**src/rtl/reg_rename_table_if.sv**
```systemverilog
// reg_rename_table_if: rename-table bus between decode/commit (master) and the alias table (slave).
// Ports: src_arch/src_phys (source lookup), rename_en/rename_arch/rename_ready/rename_phys/rename_old_phys
// (destination rename), commit_en/commit_arch/commit_phys/commit_old_phys (in-order commit), flush,
// free_count (speculative free-list occupancy).
interface reg_rename_table_if #(
    parameter int ARCH_ADDR_WIDTH = 6,
    parameter int PHYS_ADDR_WIDTH = 7,
    parameter int READ_PORTS      = 2
);
    logic [READ_PORTS*ARCH_ADDR_WIDTH-1:0] src_arch;
    logic [READ_PORTS*PHYS_ADDR_WIDTH-1:0] src_phys;
    logic                                  rename_en;
    logic [ARCH_ADDR_WIDTH-1:0]            rename_arch;
    logic                                  rename_ready;
    logic [PHYS_ADDR_WIDTH-1:0]            rename_phys;
    logic [PHYS_ADDR_WIDTH-1:0]            rename_old_phys;
    logic                                  commit_en;
    logic [ARCH_ADDR_WIDTH-1:0]            commit_arch;
    logic [PHYS_ADDR_WIDTH-1:0]            commit_phys;
    logic [PHYS_ADDR_WIDTH-1:0]            commit_old_phys;
    logic                                  flush;
    logic [PHYS_ADDR_WIDTH:0]              free_count;

    modport master (
        output src_arch, rename_en, rename_arch, commit_en, commit_arch, commit_phys,
               commit_old_phys, flush,
        input  src_phys, rename_ready, rename_phys, rename_old_phys, free_count
    );

    modport slave (
        input  src_arch, rename_en, rename_arch, commit_en, commit_arch, commit_phys,
               commit_old_phys, flush,
        output src_phys, rename_ready, rename_phys, rename_old_phys, free_count
    );
endinterface

```
**src/rtl/reg_rename_table.sv**
```systemverilog
// reg_rename_table: register alias table with speculative/committed maps and a circular free list.
// Ports: clk (rising-edge clock), rst (asynchronous active-low reset),
// bus (reg_rename_table_if.slave: source lookup, rename, commit, flush, free_count).
module reg_rename_table #(
    parameter int ARCH_REGS       = 64,
    parameter int ARCH_ADDR_WIDTH = 6,
    parameter int PHYS_REGS       = 128,
    parameter int PHYS_ADDR_WIDTH = 7,
    parameter int READ_PORTS      = 2
) (
    input logic              clk,
    input logic              rst,
    reg_rename_table_if.slave bus
);
    localparam int AW = ARCH_ADDR_WIDTH;
    localparam int PW = PHYS_ADDR_WIDTH;

    logic [PW-1:0] spec_map   [ARCH_REGS];
    logic [PW-1:0] commit_map [ARCH_REGS];
    logic [PW-1:0] free_fifo  [PHYS_REGS];
    logic [PW:0]   spec_head, commit_head, tail;
    logic [PW:0]   free_count;
    logic [PW-1:0] head_tag;
    logic          rename_ready, arch_zero, do_rename, do_commit;

    always_comb begin
        free_count   = tail - spec_head;
        rename_ready = free_count != '0;
        head_tag     = free_fifo[spec_head[PW-1:0]];
        arch_zero    = bus.rename_arch == '0;
        // flush wins over a same-cycle rename; address 0 never consumes a tag
        do_rename    = bus.rename_en && rename_ready && !arch_zero && !bus.flush;
        do_commit    = bus.commit_en && bus.commit_arch != '0;
    end

    assign bus.free_count      = free_count;
    assign bus.rename_ready    = rename_ready;
    assign bus.rename_phys     = arch_zero ? '0 : head_tag;
    assign bus.rename_old_phys = arch_zero ? '0 : spec_map[bus.rename_arch];

    for (genvar g = 0; g < READ_PORTS; g++) begin : g_src
        assign bus.src_phys[g*PW +: PW] = spec_map[bus.src_arch[g*AW +: AW]];
    end

    always_ff @(posedge clk or negedge rst) begin
        if (!rst) begin
            for (int i = 0; i < ARCH_REGS; i++) begin
                spec_map[i]   <= PW'(i);
                commit_map[i] <= PW'(i);
            end
            // entries beyond the initial free tags are don't-care until a commit writes them
            for (int j = 0; j < PHYS_REGS; j++) free_fifo[j] <= PW'(ARCH_REGS + j);
            spec_head   <= '0;
            commit_head <= '0;
            tail        <= (PW+1)'(PHYS_REGS - ARCH_REGS);
        end else begin
            if (do_commit) begin
                commit_map[bus.commit_arch] <= bus.commit_phys;
                free_fifo[tail[PW-1:0]]     <= bus.commit_old_phys;
                tail                        <= tail + (PW+1)'(1);
                commit_head                 <= commit_head + (PW+1)'(1);
            end
            if (bus.flush) begin
                // restore from the committed map with this cycle's commit folded in
                for (int i = 0; i < ARCH_REGS; i++)
                    spec_map[i] <= (do_commit && bus.commit_arch == AW'(i)) ? bus.commit_phys
                                                                             : commit_map[i];
                spec_head <= commit_head + (PW+1)'(do_commit);
            end else if (do_rename) begin
                spec_map[bus.rename_arch] <= head_tag;
                spec_head                 <= spec_head + (PW+1)'(1);
            end
        end
    end
endmodule
```
**src/flat_wrapper.sv**
```systemverilog
// flat-port wrapper written by rule: the top's interface ports become plain ports
module reg_rename_table_flat 
#(
    parameter int ARCH_REGS       = 64,
    parameter int ARCH_ADDR_WIDTH = 6,
    parameter int PHYS_REGS       = 128,
    parameter int PHYS_ADDR_WIDTH = 7,
    parameter int READ_PORTS      = 2
)
  (clk, rst, bus_src_arch, bus_rename_en, bus_rename_arch, bus_commit_en, bus_commit_arch, bus_commit_phys, bus_commit_old_phys, bus_flush, bus_src_phys, bus_rename_ready, bus_rename_phys, bus_rename_old_phys, bus_free_count);
  reg_rename_table_if #(.ARCH_ADDR_WIDTH(ARCH_ADDR_WIDTH), .PHYS_ADDR_WIDTH(PHYS_ADDR_WIDTH), .READ_PORTS(READ_PORTS)) bus_i ();
  input logic clk;
  input logic rst;
  input wire logic [$bits(bus_i.src_arch)-1:0] bus_src_arch;
  input wire logic [$bits(bus_i.rename_en)-1:0] bus_rename_en;
  input wire logic [$bits(bus_i.rename_arch)-1:0] bus_rename_arch;
  input wire logic [$bits(bus_i.commit_en)-1:0] bus_commit_en;
  input wire logic [$bits(bus_i.commit_arch)-1:0] bus_commit_arch;
  input wire logic [$bits(bus_i.commit_phys)-1:0] bus_commit_phys;
  input wire logic [$bits(bus_i.commit_old_phys)-1:0] bus_commit_old_phys;
  input wire logic [$bits(bus_i.flush)-1:0] bus_flush;
  output wire logic [$bits(bus_i.src_phys)-1:0] bus_src_phys;
  output wire logic [$bits(bus_i.rename_ready)-1:0] bus_rename_ready;
  output wire logic [$bits(bus_i.rename_phys)-1:0] bus_rename_phys;
  output wire logic [$bits(bus_i.rename_old_phys)-1:0] bus_rename_old_phys;
  output wire logic [$bits(bus_i.free_count)-1:0] bus_free_count;
  assign bus_i.src_arch = bus_src_arch;
  assign bus_i.rename_en = bus_rename_en;
  assign bus_i.rename_arch = bus_rename_arch;
  assign bus_i.commit_en = bus_commit_en;
  assign bus_i.commit_arch = bus_commit_arch;
  assign bus_i.commit_phys = bus_commit_phys;
  assign bus_i.commit_old_phys = bus_commit_old_phys;
  assign bus_i.flush = bus_flush;
  assign bus_src_phys = bus_i.src_phys;
  assign bus_rename_ready = bus_i.rename_ready;
  assign bus_rename_phys = bus_i.rename_phys;
  assign bus_rename_old_phys = bus_i.rename_old_phys;
  assign bus_free_count = bus_i.free_count;
  reg_rename_table #(.ARCH_REGS(ARCH_REGS), .ARCH_ADDR_WIDTH(ARCH_ADDR_WIDTH), .PHYS_REGS(PHYS_REGS), .PHYS_ADDR_WIDTH(PHYS_ADDR_WIDTH), .READ_PORTS(READ_PORTS)) u_core (.clk(clk), .rst(rst), .bus(bus_i));
endmodule
```
**config.mk**
```make
export PLATFORM = sky130hd
export DESIGN_NAME = reg_rename_table_flat
export DESIGN_NICKNAME = d
export VERILOG_FILES = /design/src/rtl/reg_rename_table_if.sv /design/src/rtl/reg_rename_table.sv /design/src/flat_wrapper.sv
export SDC_FILE = /design/constraint.sdc
export NUM_CORES = 2
export LEC_CHECK = 0
export CAP_MARGIN = 20
export CORE_MARGIN = 3
export CORE_UTILIZATION = 52
export CTS_CLUSTER_SIZE = 10
export DETAILED_ROUTE_END_ITERATION = 12
export PLACE_DENSITY = 0.68
export SLEW_MARGIN = 20
export SYNTH_ARGS = -nofsm -noshare
export SYNTH_HDL_FRONTEND = slang
export SYNTH_SLANG_ARGS = --single-unit
```
**constraint.sdc**
```tcl
create_clock -name clk -period 5 [get_ports clk]
set_input_delay 1 -clock clk [delete_from_list [all_inputs] [get_ports clk]]
set_output_delay 1 -clock clk [all_outputs]
set_load 0.02 [all_outputs]
```
# Yosys cells after proc, flatten, opt, wreduce, memory -nomap -nowiden
# Index checks and enable logic that the tools add are counted.
# op_classes
addsub	5
n_lt_le_gt_ge	9
eq_ne	63
mux	91
n_bitwise	6
n_reduce_logical	78
# ops
operator	n
448-bit bitwise mux	2
896-bit bitwise mux	1
448-bit two-way mux	2
7-bit two-way mux	77
6-bit equality test, second input constant	32
7-bit binary-select mux with 6-bit select	3
6-bit by 5-bit equality test with 1-bit output, second input constant	16
7-bit demux with 6-bit select	2
1-bit logical AND	71
7-bit binary-select mux with 7-bit select	1
7-bit demux with 7-bit select	1
6-bit by 4-bit equality test with 1-bit output, second input constant	8
7-bit greater-or-equal comparator, second input constant	4
6-bit NOT with 7-bit output	4
8-bit by 1-bit adder with 8-bit output, second input constant	3
6-bit by 3-bit equality test with 1-bit output, second input constant	4
8-bit greater-or-equal comparator, second input constant	2
8-bit two-way mux	2
7-bit NOT with 8-bit output	2
7-bit by 1-bit less-than comparator with 1-bit output, second input constant	2
6-bit by 2-bit equality test with 1-bit output, second input constant	2
6-bit zero test	2
8-bit by 1-bit adder with 8-bit output	1
8-bit by 1-bit less-than comparator with 1-bit output, second input constant	1
other kinds (6)	7
# totals
regBits	1816
input_bits	43
out_inout_bits	37
elab_cells	511

# Longest topological paths before layout
# depth
ltp_word	8
ltp_mapped	16
mapped_depth_nobuf	11

# Worst setup path before layout
# OpenSTA, ideal clock, no wires.
# synth_timing
path_type	input port to output port
start	input bus_src_arch[6]
end	output bus_src_phys[13]
arrival_time_ps	3563
required_time_ps	4000
path_slack_ps	437
path_stages	6
n_path_buf	3
path_cell_list	clkbuf_1 buf_1 buf_1 mux4_2 mux4_2 mux4_2
# synth_via
elab_chain_cells	4
# synth_lines
element	line_no	text
start: declaration	flat_wrapper.sv:14	input wire logic [$bits(bus_i.src_arch)-1:0] bus_src_arch;
6-bit NOT with 7-bit output (implied by the code)	reg_rename_table.sv:42	assign bus.src_phys[g*PW +: PW] = spec_map[bus.src_arch[g*AW +: AW]];
7-bit binary-select mux with 6-bit select	reg_rename_table.sv:42	
7-bit two-way mux (implied by the code) (2 in a row)	reg_rename_table.sv:42	
end: declaration	flat_wrapper.sv:22	output wire logic [$bits(bus_i.src_phys)-1:0] bus_src_phys;
# Every way passes these cells. The select of a mux whose other input is x is not followed.

# Final worst setup path
# layout_timing
start	register u_core.spec_head[0]
end	output bus_rename_phys[6]
# layout_via
elab_chain_cells	5
# layout_lines
element	line_no	text
start: declaration	reg_rename_table.sv:21	logic [PW:0] spec_head, commit_head, tail;
start signal: assignment	reg_rename_table.sv:68	spec_head <= commit_head + (PW+1)'(do_commit);
start signal: assignment	reg_rename_table.sv:71	spec_head <= spec_head + (PW+1)'(1);
7-bit NOT with 8-bit output (implied by the code)	reg_rename_table.sv:29	head_tag = free_fifo[spec_head[PW-1:0]];
7-bit binary-select mux with 7-bit select	reg_rename_table.sv:29	
7-bit two-way mux (implied by the code) (2 in a row)	reg_rename_table.sv:29	
7-bit two-way mux	reg_rename_table.sv:38	assign bus.rename_phys = arch_zero ? '0 : head_tag;
end: declaration	flat_wrapper.sv:24	output wire logic [$bits(bus_i.rename_phys)-1:0] bus_rename_phys;
# Every way passes these cells. The select of a mux whose other input is x is not followed.

==> metrics.md <==
| Metric | Value |
|---|---|
| WP data required | `4.00 ns` |
| IO Pins | `80` |
| Worst-Margin Slew | `1.187 ns` |
| TritonCTS Buffers | `204` |
| Cell depth of the worst setup path | `11` |
| Overall power | `47.66 mW` |
| Crit-path slowest cell | `mux4_2` |
| Register area share after synthesis | `0.5103` |
| Clock Skew | `0.06205 ns` |
| Buffers added on ports | `79` |
| Met2 Resource Use GR | `0.5573` |
| Comb pwr share | `0.301` |
| Cells after synthesis | `6,874` |
| Hold Crit Class | `in -> async` |
| # DRC | `0` |
| Starting density of the core | `0.5270` |
| Sum Neg Setup Slack | `0 ns` |
| Post-place instance area | `96,410 sq um` |
| GR Util All Layers | `0.3547` |
| Multi-input gate area | `42,260 sq um` |
| Count of flip-flops with a built-in enable after synthesis | `0` |
| Leak | `42.73 nW` |
| Asr flop ratio synth | `1.000` |
| Startpoint Class | `flop` |
| Top_reg_cell synth | `dfrtp_1` |
| Largest net degree at the start of global routing | `206` |
| TritonCTS clock tree | `yes` |
| Starting DRT DRC Count | `7,491` |
| Synth top area share | `0.2700` |
| Post-DP HPWL | `215,900 um` |
| Library cells used by synthesis | `77` |
| Post-Syn Area | `91,100 sq um` |
| Vias in the first global route | `66,510` |
| Longest Clk Path Bufs | `3` |
| Die Wd | `424.6 um` |
| R2r setup slk | `0.24 ns` |
| Sink Count | `1,816` |
| Die Y-Extent | `424.6 um` |
| Final setup fails | `0` |
| Top delay family on crit path | `multiplexers` |
| Number of synthesized register bits | `1,816` |
| Hold buffer count at CTS | `0` |
| GR peak layer | `met2` |
| FF+latch area | `46,490 sq um` |
| First-pass iteration count of the detailed router | `6` |
| Worst-skew pair later-pin latency | `0.88 ns` |
| Pwr/cell area | `459.3 nW/um^2` |
| First-pass GRT wire length | `470,800 um` |
| Antenna Nets Post-Route | `0` |
| Grt met3 use | `0.06788` |
| Share of cells above drive strength 1 | `0.4949` |
| Rows | `152` |
| Layout Nets | `7,083` |
| Relative slew slack | `0.2086` |
| Reg power frac | `0.407` |
| Initial antenna violation count | `11` |
| Avg Cell Area, Syn | `13.25 sq um` |
| Worst path bufs/invs | `5` |
| Die area | `180,300 sq um` |
| Core ar. | `172,900 sq um` |
| DR vias | `65,850` |
| Synthesis Warnings | `0` |
| P_sw | `16.37 mW` |
| Status | `finished clean` |
| Period utilisation layout | `0.9947` |
| Wire per inst | `33.80 um` |
| Kind of critical path | `reg -> out` |
| Sw Ratio | `0.3435` |
| Syn nets | `6,930` |
| RSZ-0062 raised after global routing | `yes` |
| Vias per cell | `6.917` |
| CP max stage delay | `0.56 ns` |
| Max-Cap Viols | `0` |
| Cell with the most instances after synthesis | `mux2_2` |
| Clock Pin Slew Worst Setup and Hold Paths | `0.06 ns` |
| CP max FO | `9` |
| Routed wire length | `321,800 um` |
| Global routing usage on met1 | `0.4646` |
| Area Growth Syn to Fin | `13.89%` |
| CP endpoint kind | `output port` |
| Root Buffer Master | `clkbuf_16` |
| F_max | `201.1 MHz` |
| Dpl ws | `-0.5640 ns` |
| H-tree depth | `4` |
| Area contributors post-synth | `dfrtp_1, dfstp_2, mux2_2` |
| Slew Limit Fails | `0` |
| CP Cell Sequence | `buf_12 > buf_16 > buf_12 > mux4_2 > mux4_2 > o21a_1 > a211o_1 > o41ai_4 > buf_6 > nor2_4 > buf_6` |
| Final Util | `0.6002` |
| Most frequent cells after synthesis | `mux2_2, dfrtp_1, dfstp_2` |
| Final RePlAce weighted congestion | `1.050` |
| Worst Slack Setup Final | `0.02631 ns` |
| Final Hold Viols | `0` |
| Grt ovf | `0` |
| Fillers | `13,430` |
| Synth area leader | `dfrtp_1` |
| Design Area, Final | `103,800 sq um` |
| Crit path DAT | `3.97 ns` |
| VDD IR-drop max | `474.4 uV` |
| Clk pwr share | `0.292` |
| Tmin final | `4.974 ns` |
| Power Internal | `31.29 mW` |
| R2r worst-path depth | `15` |
logic make-up (layout without fill, tap and decap cells):
kind of cell,count (synthesis),after routing,synth area share
other,0,8,0
DFF,1816,1816,0.5103
xor gates and xnor gates,23,23,0.002211
and+or+nand+nor,1385,1385,0.06621
adders and majority gates,13,13,0.001868
muxes,1948,1948,0.2984
buffers and inverters,670,998,0.03167
AOI/OAI and AO/OA,1019,1019,0.08938
power groups by stage:
stage	clock network [mW]	registers (mW)	logic, mW
after CTS	14.1	19.2	14.0
after detailed placement	0	19.5	13.1
after global routing	14.8	19.5	14.9
final	13.9	19.4	14.3
after global placement	0	19.4	13.0
after floorplan	0	18.5	7.95
cells in the final DEF (no fill, tap or decap), types with 153 or more instances in the layout:
cell type	Yosys	routed
dfstp_2	833	833
nor2_1	247	239
nand2_1	804	804
mux4_2	477	477
mux2_2	1374	1374
clkbuf_16	0	205
clkbuf_1	477	153
buf_4	24	421
o221ai_1	313	313
a22oi_1	167	157
dfrtp_1	983	980
timing repair:
action / in CTS / in global routing
endpoints found under the setup margin: 18 / 16
cloned: 6 / 0
setup buffers: 43 / 19
resized for setup: 99 / 32
pin swaps: 18 / 15
through the flow:
| stage | instances | hold slack [ns] |
|---|---|---|
| 5_1_grt | 9512 | 0.1275 |
| 3_3_place_gp | 9067 | 0.3595 |
| 3_5_place_dp | 9067 | 0.3622 |
| 2_1_floorplan | 6874 | 0.4237 |
| 4_1_cts | 9496 | 0.09501 |
| 6_report | 9520 | 0.1325 |
state kept, by name, summed over array words and instances (netlist names):
register            count
u_core.tail             8
u_core.spec_head        8
u_core.spec_map       448
u_core.commit_map     448
u_core.free_fifo      896
u_core.commit_head      8
area by class of cell:
type	count	share of cell area
Clock buffer	361	0.05538
Timing Repair Buffer	590	0.05639
Clock inverter	20	0.003630
Inverter	27	0.001134
Multi-Input combinational cell	4388	0.4073
Antenna cell	8	0.0001929
Tap cell	2310	0.02786
Sequential cell	1816	0.4481
final timing paths:
path	startpoint	endpoint
hold / removal	rst	u_core.spec_map[144]
setup reg to reg	u_core.spec_head[0]	u_core.spec_map[167]
hold reg to reg	u_core.commit_map[442]	u_core.commit_map[442]
setup / recovery	u_core.spec_head[0]	bus_rename_phys[6]
max in group asynchronous	rst	u_core.free_fifo[436]
min in group clk	u_core.commit_map[442]	u_core.commit_map[442]
metal layers:
metal | vias up | wire, um
met5 | - | 47
met4 | 6 | 22520
met3 | 1000 | 26930
met2 | 3688 | 148500
met1 | 34690 | 123800
li1 | 26470 | -
Note: power is estimated with default switching activity, not from simulation.
